$ cat config.mk
export PLATFORM = sky130hd
export DESIGN_NAME = ram_16r_burst_rd
export DESIGN_NICKNAME = d
export VERILOG_FILES = /design/src/rtl/ram_16r_pkg.sv /design/src/rtl/ram_16r_beat_fifo.sv /design/src/rtl/ram_16r_burst_rd.sv
export SDC_FILE = /design/constraint.sdc
export NUM_CORES = 2
export LEC_CHECK = 0
export ABC_CLOCK_PERIOD_IN_PS = 24100
export BUFFER_PORTS_ARGS = -buffer_cell sky130_fd_sc_hd__buf_2
export CORE_MARGIN = 5
export CORE_UTILIZATION = 40
export CTS_CLUSTER_DIAMETER = 120
export DETAILED_ROUTE_END_ITERATION = 16
export PLACE_DENSITY_LB_ADDON = 0.15
export SYNTH_ARGS = -nofsm -noshare
export SYNTH_HDL_FRONTEND = slang
export SYNTH_HIERARCHICAL = 1
export SYNTH_SLANG_ARGS = --single-unit
$ cat constraint.sdc
create_clock -name clk -period 24.1 [get_ports clk]
set_input_delay 7.23 -clock clk [delete_from_list [all_inputs] [get_ports clk]]
set_output_delay 7.23 -clock clk [all_outputs]
set_load 0.03 [all_outputs]
$ cat src/rtl/ram_16r_pkg.sv
// Shared types for the 16-read-port burst read front end.
// RD_BEAT_MASK_EN adds a per-lane valid mask to each buffered beat.
package ram_16r_pkg;

    localparam int NUM_RD_PORTS = 16;
    localparam int WORD_W       = 32;
    localparam int BEAT_W       = NUM_RD_PORTS * WORD_W;

    typedef enum logic [1:0] {
        ST_IDLE  = 2'd0,
        ST_ISSUE = 2'd1,
        ST_DRAIN = 2'd2
    } state_e;

    typedef struct packed {
        logic [BEAT_W-1:0]       data;
        logic                    last;
`ifdef RD_BEAT_MASK_EN
        logic [NUM_RD_PORTS-1:0] mask;
`endif
    } beat_t;

endpackage

$ cat src/rtl/ram_16r_beat_fifo.sv
// First-word-fall-through beat buffer; count feeds the read-issue credit check.
// Output is forced to zero while empty so the downstream bus idles at zero.
module ram_16r_beat_fifo
    import ram_16r_pkg::*;
#(
    parameter int DEPTH = 4
)(
    input  logic                         clk,
    input  logic                         rst,
    input  logic                         push_i,
    input  beat_t                        din_i,
    input  logic                         pop_i,
    output beat_t                        dout_o,
    output logic                         empty_o,
    output logic [$clog2(DEPTH+1)-1:0]   count_o
);
    localparam int CW = $clog2(DEPTH+1);
    localparam int PW = (DEPTH > 1) ? $clog2(DEPTH) : 1;

    beat_t          mem_q [DEPTH];
    logic [PW-1:0]  wr_ptr_q, rd_ptr_q;
    logic [CW-1:0]  count_q;
    logic           do_push, do_pop;

    function automatic logic [PW-1:0] ptr_inc(input logic [PW-1:0] p);
        return (p == PW'(DEPTH-1)) ? '0 : p + 1'b1;
    endfunction

    assign do_pop  = pop_i && (count_q != '0);
    assign do_push = push_i && ((count_q != CW'(DEPTH)) || do_pop);

    always_ff @(posedge clk or negedge rst) begin
        if (!rst) begin
            wr_ptr_q <= '0;
            rd_ptr_q <= '0;
            count_q  <= '0;
        end else begin
            if (do_push) wr_ptr_q <= ptr_inc(wr_ptr_q);
            if (do_pop)  rd_ptr_q <= ptr_inc(rd_ptr_q);
            count_q <= count_q + CW'(do_push) - CW'(do_pop);
        end
    end

    always_ff @(posedge clk) begin
        if (do_push) mem_q[wr_ptr_q] <= din_i;
    end

    assign empty_o = (count_q == '0);
    assign count_o = count_q;
    assign dout_o  = empty_o ? '0 : mem_q[rd_ptr_q];

endmodule

$ cat src/rtl/ram_16r_burst_rd.sv
// Burst read front end for the 16R1W RAM: issues 16 addresses per beat under FIFO credit.
// Define RD_BEAT_MASK_EN to get the out_mask port and per-beat lane masks.
module ram_16r_burst_rd
    import ram_16r_pkg::*;
#(
    parameter int BLOCKSIZE  = 10,
    parameter int RD_LAT     = 1,
    parameter int FIFO_DEPTH = 4
)(
    input  logic                                 clk,
    input  logic                                 rst,
    input  logic                                 req_valid,
    output logic                                 req_ready,
    input  logic [BLOCKSIZE:0]                   req_addr,
    input  logic [BLOCKSIZE+1:0]                 req_len,
    output logic [NUM_RD_PORTS*(BLOCKSIZE+1)-1:0] rd_addr,
    input  logic [NUM_RD_PORTS*WORD_W-1:0]       rd_dout,
    output logic                                 out_valid,
    input  logic                                 out_ready,
    output logic [BEAT_W-1:0]                    out_data,
    output logic                                 out_last,
`ifdef RD_BEAT_MASK_EN
    output logic [NUM_RD_PORTS-1:0]              out_mask,
`endif
    output logic                                 busy
);
    localparam int AW = BLOCKSIZE + 1;
    localparam int LW = BLOCKSIZE + 2;
    localparam int CW = $clog2(FIFO_DEPTH + 1);
    localparam logic [LW-1:0] MAX_LEN = {1'b1, {AW{1'b0}}};

    state_e                    state_q, state_d;
    logic [AW-1:0]             base_q, base_d;
    logic [LW-1:0]             beats_q, beats_d;
    logic [LW-1:0]             len_c;
    logic [NUM_RD_PORTS*AW-1:0] rd_addr_q, addr_lanes;
    logic [RD_LAT-1:0]         pipe_vld_q, pipe_last_q;
    logic                      issue, is_last;
    int                        inflight;
    logic [CW-1:0]             fifo_count;
    logic                      fifo_empty;
    beat_t                     fifo_din, fifo_dout;
`ifdef RD_BEAT_MASK_EN
    logic [NUM_RD_PORTS-1:0]             tail_mask_q, tail_mask_d;
    logic [RD_LAT-1:0][NUM_RD_PORTS-1:0] pipe_mask_q;
`endif

    assign len_c   = (req_len > MAX_LEN) ? MAX_LEN : req_len;
    assign is_last = (beats_q == LW'(1));

    always_comb begin
        inflight = 0;
        for (int i = 0; i < RD_LAT; i++) inflight += int'(pipe_vld_q[i]);
    end

    // Credit: everything in the read pipe must already own a FIFO slot.
    assign issue = (state_q == ST_ISSUE) && (beats_q != '0) &&
                   ((inflight + int'(fifo_count)) < FIFO_DEPTH);

    always_comb begin
        addr_lanes = '0;
        for (int i = 0; i < NUM_RD_PORTS; i++) addr_lanes[i*AW +: AW] = base_q + AW'(i);
    end

    assign rd_addr = issue ? addr_lanes : rd_addr_q;

    always_comb begin
        state_d = state_q;
        base_d  = base_q;
        beats_d = beats_q;
`ifdef RD_BEAT_MASK_EN
        tail_mask_d = tail_mask_q;
`endif
        case (state_q)
            ST_IDLE: begin
                if (req_valid) begin
                    state_d = ST_ISSUE;
                    base_d  = req_addr;
                    beats_d = (len_c + LW'(NUM_RD_PORTS-1)) >> $clog2(NUM_RD_PORTS);
`ifdef RD_BEAT_MASK_EN
                    tail_mask_d = (len_c[3:0] == 4'd0) ? '1 :
                                  (NUM_RD_PORTS'(1) << len_c[3:0]) - NUM_RD_PORTS'(1);
`endif
                end
            end
            ST_ISSUE: begin
                if (beats_q == '0) begin
                    state_d = ST_IDLE;
                end else if (issue) begin
                    base_d  = base_q + AW'(NUM_RD_PORTS);
                    beats_d = beats_q - LW'(1);
                    if (is_last) state_d = ST_DRAIN;
                end
            end
            ST_DRAIN: begin
                if (inflight == 0 && fifo_empty) state_d = ST_IDLE;
            end
            default: state_d = ST_IDLE;
        endcase
    end

    always_ff @(posedge clk or negedge rst) begin
        if (!rst) begin
            state_q     <= ST_IDLE;
            base_q      <= '0;
            beats_q     <= '0;
            rd_addr_q   <= '0;
            pipe_vld_q  <= '0;
            pipe_last_q <= '0;
`ifdef RD_BEAT_MASK_EN
            tail_mask_q <= '0;
            pipe_mask_q <= '0;
`endif
        end else begin
            state_q        <= state_d;
            base_q         <= base_d;
            beats_q        <= beats_d;
            rd_addr_q      <= rd_addr;
            pipe_vld_q[0]  <= issue;
            pipe_last_q[0] <= issue && is_last;
            for (int i = 1; i < RD_LAT; i++) begin
                pipe_vld_q[i]  <= pipe_vld_q[i-1];
                pipe_last_q[i] <= pipe_last_q[i-1];
            end
`ifdef RD_BEAT_MASK_EN
            tail_mask_q    <= tail_mask_d;
            pipe_mask_q[0] <= is_last ? tail_mask_q : '1;
            for (int i = 1; i < RD_LAT; i++) pipe_mask_q[i] <= pipe_mask_q[i-1];
`endif
        end
    end

    always_comb begin
        fifo_din      = '0;
        fifo_din.data = rd_dout;
        fifo_din.last = pipe_last_q[RD_LAT-1];
`ifdef RD_BEAT_MASK_EN
        fifo_din.mask = pipe_mask_q[RD_LAT-1];
`endif
    end

    ram_16r_beat_fifo #(.DEPTH(FIFO_DEPTH)) u_fifo (
        .clk     (clk),
        .rst     (rst),
        .push_i  (pipe_vld_q[RD_LAT-1]),
        .din_i   (fifo_din),
        .pop_i   (out_valid && out_ready),
        .dout_o  (fifo_dout),
        .empty_o (fifo_empty),
        .count_o (fifo_count)
    );

    assign out_valid = !fifo_empty;
    assign out_data  = fifo_dout.data;
    assign out_last  = fifo_dout.last;
`ifdef RD_BEAT_MASK_EN
    assign out_mask  = fifo_dout.mask;
`endif
    assign req_ready = (state_q == ST_IDLE);
    assign busy      = (state_q != ST_IDLE);

endmodule

==> impl_metrics.ini <==
[pwr]
p_int_mw = 9.59
power_density_nw_per_um2 = 155
switching_share_pct = 40.6
p_leak_nw = 37.0
clkPwrFrac_pct = 22.1
pwr-share-seq_pct = 35.0
switchingPower_mw = 6.54
total_power_mw = 16.1
vdd.ir_drop.worst_mv = 0.103
combPwrFrac_pct = 42.9

[worst_setup_path]
criticalPathCategory = reg -> out
crit_path_frequent_cell = buf_4
crit_fanout = 97
cp.required_ps = 16870
cp-end-kind = output port
crit_chain = buf_12 > buf_4 > buf_4 > mux4_2 > nor2b_1 > buf_2
startpoint_type = flop
crit_path_max_incr_delay_ps = 880
critPathArrivalTime_ps = 5180
slowest_stage = dfrtp_4

[synth]
yosysTopAreaCellShare_pct = 70.4
yosys_warnings = 6
ys_top_cells_by_count = edfxtp_1 (2052), nor2b_1 (523), mux4_2 (513), nand2_1 (222), dfrtp_1 (210)
synth.area.top_cells = edfxtp_1 (70%), mux4_2 (13%), dfrtp_1 (6.0%), nor2b_1 (3.7%), nand2_1 (0.95%)
synthesis.area_um2 = 87600
synth_ff_type = edfxtp_1
synth_seq_cells = 2262
syn_area_per_cell_um2 = 20.3
ys_types = 58
synth-seq-area-share_pct = 76.4
synthMostInstantiatedCell = edfxtp_1
postSynthCellCount = 4308
synth_area_leader_cell = edfxtp_1
synth-edff-count = 2052
synth_fp_nets = 4872
synthArstFlopShare_pct = 9.28

[drt]
vias_per_cell = 5.23
route.met3.wl_mm = 22.3
drc = 0
ant_nets = 0
num_vias = 45600
wl_mm = 248
dr_wl_met2_mm = 122
wl_per_cell_um = 28.4
m1WireLength_mm = 93.2
first_pass_iters = 7
drt_iter0_markers = 3068
top_layer = met5

[timing]
worst_slew_pin_slew_ps = 1490
max_freq_ghz = 0.0806
setup_viol = 0
rsz0062_at_grt = no
post-route-min-period_ps = 12410
worst_hold_slack_ps = 468
drv_slew = 0
hold_viol = 0
setup_ws_ps = 11690
relSlewSlack_pct = 0.440
min_period_over_period_pct = 51.5
finClkSkew_ps = 48.1
finalSetupTns_ps = 0

[floorplanning]
die_y_um = 478
die_area_um2 = 228000
initial_core_util_pct = 40.2
boundaryPins = 1231
design.core.area_um2 = 218000
die_w_um = 478
num_rows = 171

[cells_and_area]
drive_above_1_share_pct = 37.4
area_growth_pct = 19.2
final_util_pct = 48.0
fin_nets = 6167

[placed_design]
gp_congestion = 0.826
dp_slack_ps = 12240
hpwl_mm = 165
portBuffers = 1230

[global_routing]
grt_overflow_total = 0
grt_pass1_wl_mm = 353
grt_pass1_vias = 46900
grt_max_degree = 148
gr-usage-all-layers_pct = 21.3
grt_antenna_before_repair = 203

[hold_path]
hold_class = reg -> reg

[run_status]
status = finished, final reports clean

[clock_network]
ctsResizeCount = 0
clock_path_buffers = 3
clock-root-buffer = clkbuf_16
tritoncts = done
cts_hold_buf = 0
cts.sinks = 2262
clkTransAtPathRegs_ps = 60
clock_latency_ps = 830
cts_max_level = 4
cts-buffers-inserted = 234
postCtsSetupRepairBufs = 0

[run]
maxCapViolCount = 0
==> power by group through the flow <==
stage | clock, mW | combinational, mW | sequential, mW
floorplan | 0 | 4.72 | 6.17
global placement | 0 | 7.06 | 5.71
detailed placement | 0 | 7.04 | 5.74
CTS | 3.67 | 7.06 | 5.67
global route | 3.84 | 7.32 | 5.73
finish | 3.57 | 6.92 | 5.66
==> stage by stage <==
stage / std cells / instance area, um^2
global route: 8686 / 104000
detailed placement: 8221 / 96500
floorplan: 4308 / 87600
global placement: 8221 / 96500
finish: 8719 / 104000
CTS: 8658 / 104000
==> flip-flops by register name, summed over array words and instances (netlist names) <==
register         cells
rd_addr_q          176
u_fifo/rd_ptr_q      2
u_fifo/count_o       3
pipe_vld_q           1
state_q              2
u_fifo/wr_ptr_q      2
pipe_last_q          1
beats_q             12
u_fifo/mem_q      2052
base_q              11
==> routing by layer <==
metal | vias up | global-route usage [%]
met2 | 1602 | 35.3
met5 | - | 0
met4 | 92 | 7.02
met3 | 547 | 7.84
met1 | 23800 | 25.8
li1 | 19600 | -
==> cell type report <==
type | count | area, um^2
timing repair buffer | 1300 | 6780
antenna | 61 | 153
fill | 18400 | 113000
sequential | 2262 | 66900
tap | 2854 | 3570
inverter | 21 | 78.8
multi-input combinational | 1784 | 19200
clock inverter | 139 | 1430
clock buffer | 298 | 6240
==> path summary, 6_finish.rpt <==
check,endpoint,start,slack (ps),cells after the start
max,out_data[396],u_fifo/rd_ptr_q[0],11690,6
min,rd_addr_q[23],rd_addr_q[23],470,1
max reg2reg,u_fifo/mem_q[1][336],u_fifo/count_o[1],18140,9
min reg2reg,rd_addr_q[23],rd_addr_q[23],470,1
max in group asynchronous,rd_addr_q[59],rst,16130,2
min in group asynchronous,rd_addr_q[163],rst,6480,1
==> cell usage in the layout (no fill, tap or decap), types with 4 or more instances in the layout <==
| cell | count |
|---|---|
| nor3_1 | 13 |
| mux4_2 | 513 |
| o21a_1 | 8 |
| nand4_1 | 7 |
| nor2_1 | 65 |
| bufinv_16 | 21 |
| inv_6 | 4 |
| xor2_1 | 49 |
| nand3_1 | 22 |
| diode_2 | 61 |
| a21o_1 | 28 |
| buf_12 | 7 |
| xnor2_1 | 68 |
| nand2b_1 | 7 |
| buf_4 | 63 |
| nor2b_1 | 523 |
| clkinvlp_4 | 4 |
| dfrtp_1 | 208 |
| clkinv_1 | 53 |
| a21oi_1 | 33 |
| clkinv_16 | 8 |
| mux2_2 | 4 |
| clkbuf_1 | 53 |
| o21ai_0 | 134 |
| clkbuf_8 | 7 |
| inv_1 | 19 |
| ha_1 | 24 |
| a31oi_1 | 7 |
| buf_2 | 1229 |
| nand2_1 | 222 |
| nor2_4 | 5 |
| edfxtp_1 | 2052 |
| and2_4 | 4 |
| or3_1 | 7 |
| clkinv_2 | 43 |
| clkbuf_16 | 238 |
==> critical path: cells and delay by family, from the launching register on <==
family / cells / cell delay, ps
and+or+nand+nor: 1 / 160
muxes: 1 / 600
DFF: 1 / 880
buffers and inverters: 4 / 2370
==> cells by family (layout without fill, tap and decap cells) <==
kind of cell / count (synthesis) / in the layout / share of synthesized area, %
xor gates and xnor gates: 117 / 117 / 1.17
other: 0 / 61 / 0
muxes: 518 / 518 / 13.3
and+or+nand+nor: 895 / 895 / 5.60
adders and majority gates: 25 / 25 / 0.366
AOI/OAI and AO/OA: 229 / 229 / 1.53
buffers and inverters: 262 / 1758 / 1.71
DFF: 2262 / 2262 / 76.4
Power figures use the tool's default switching activity.
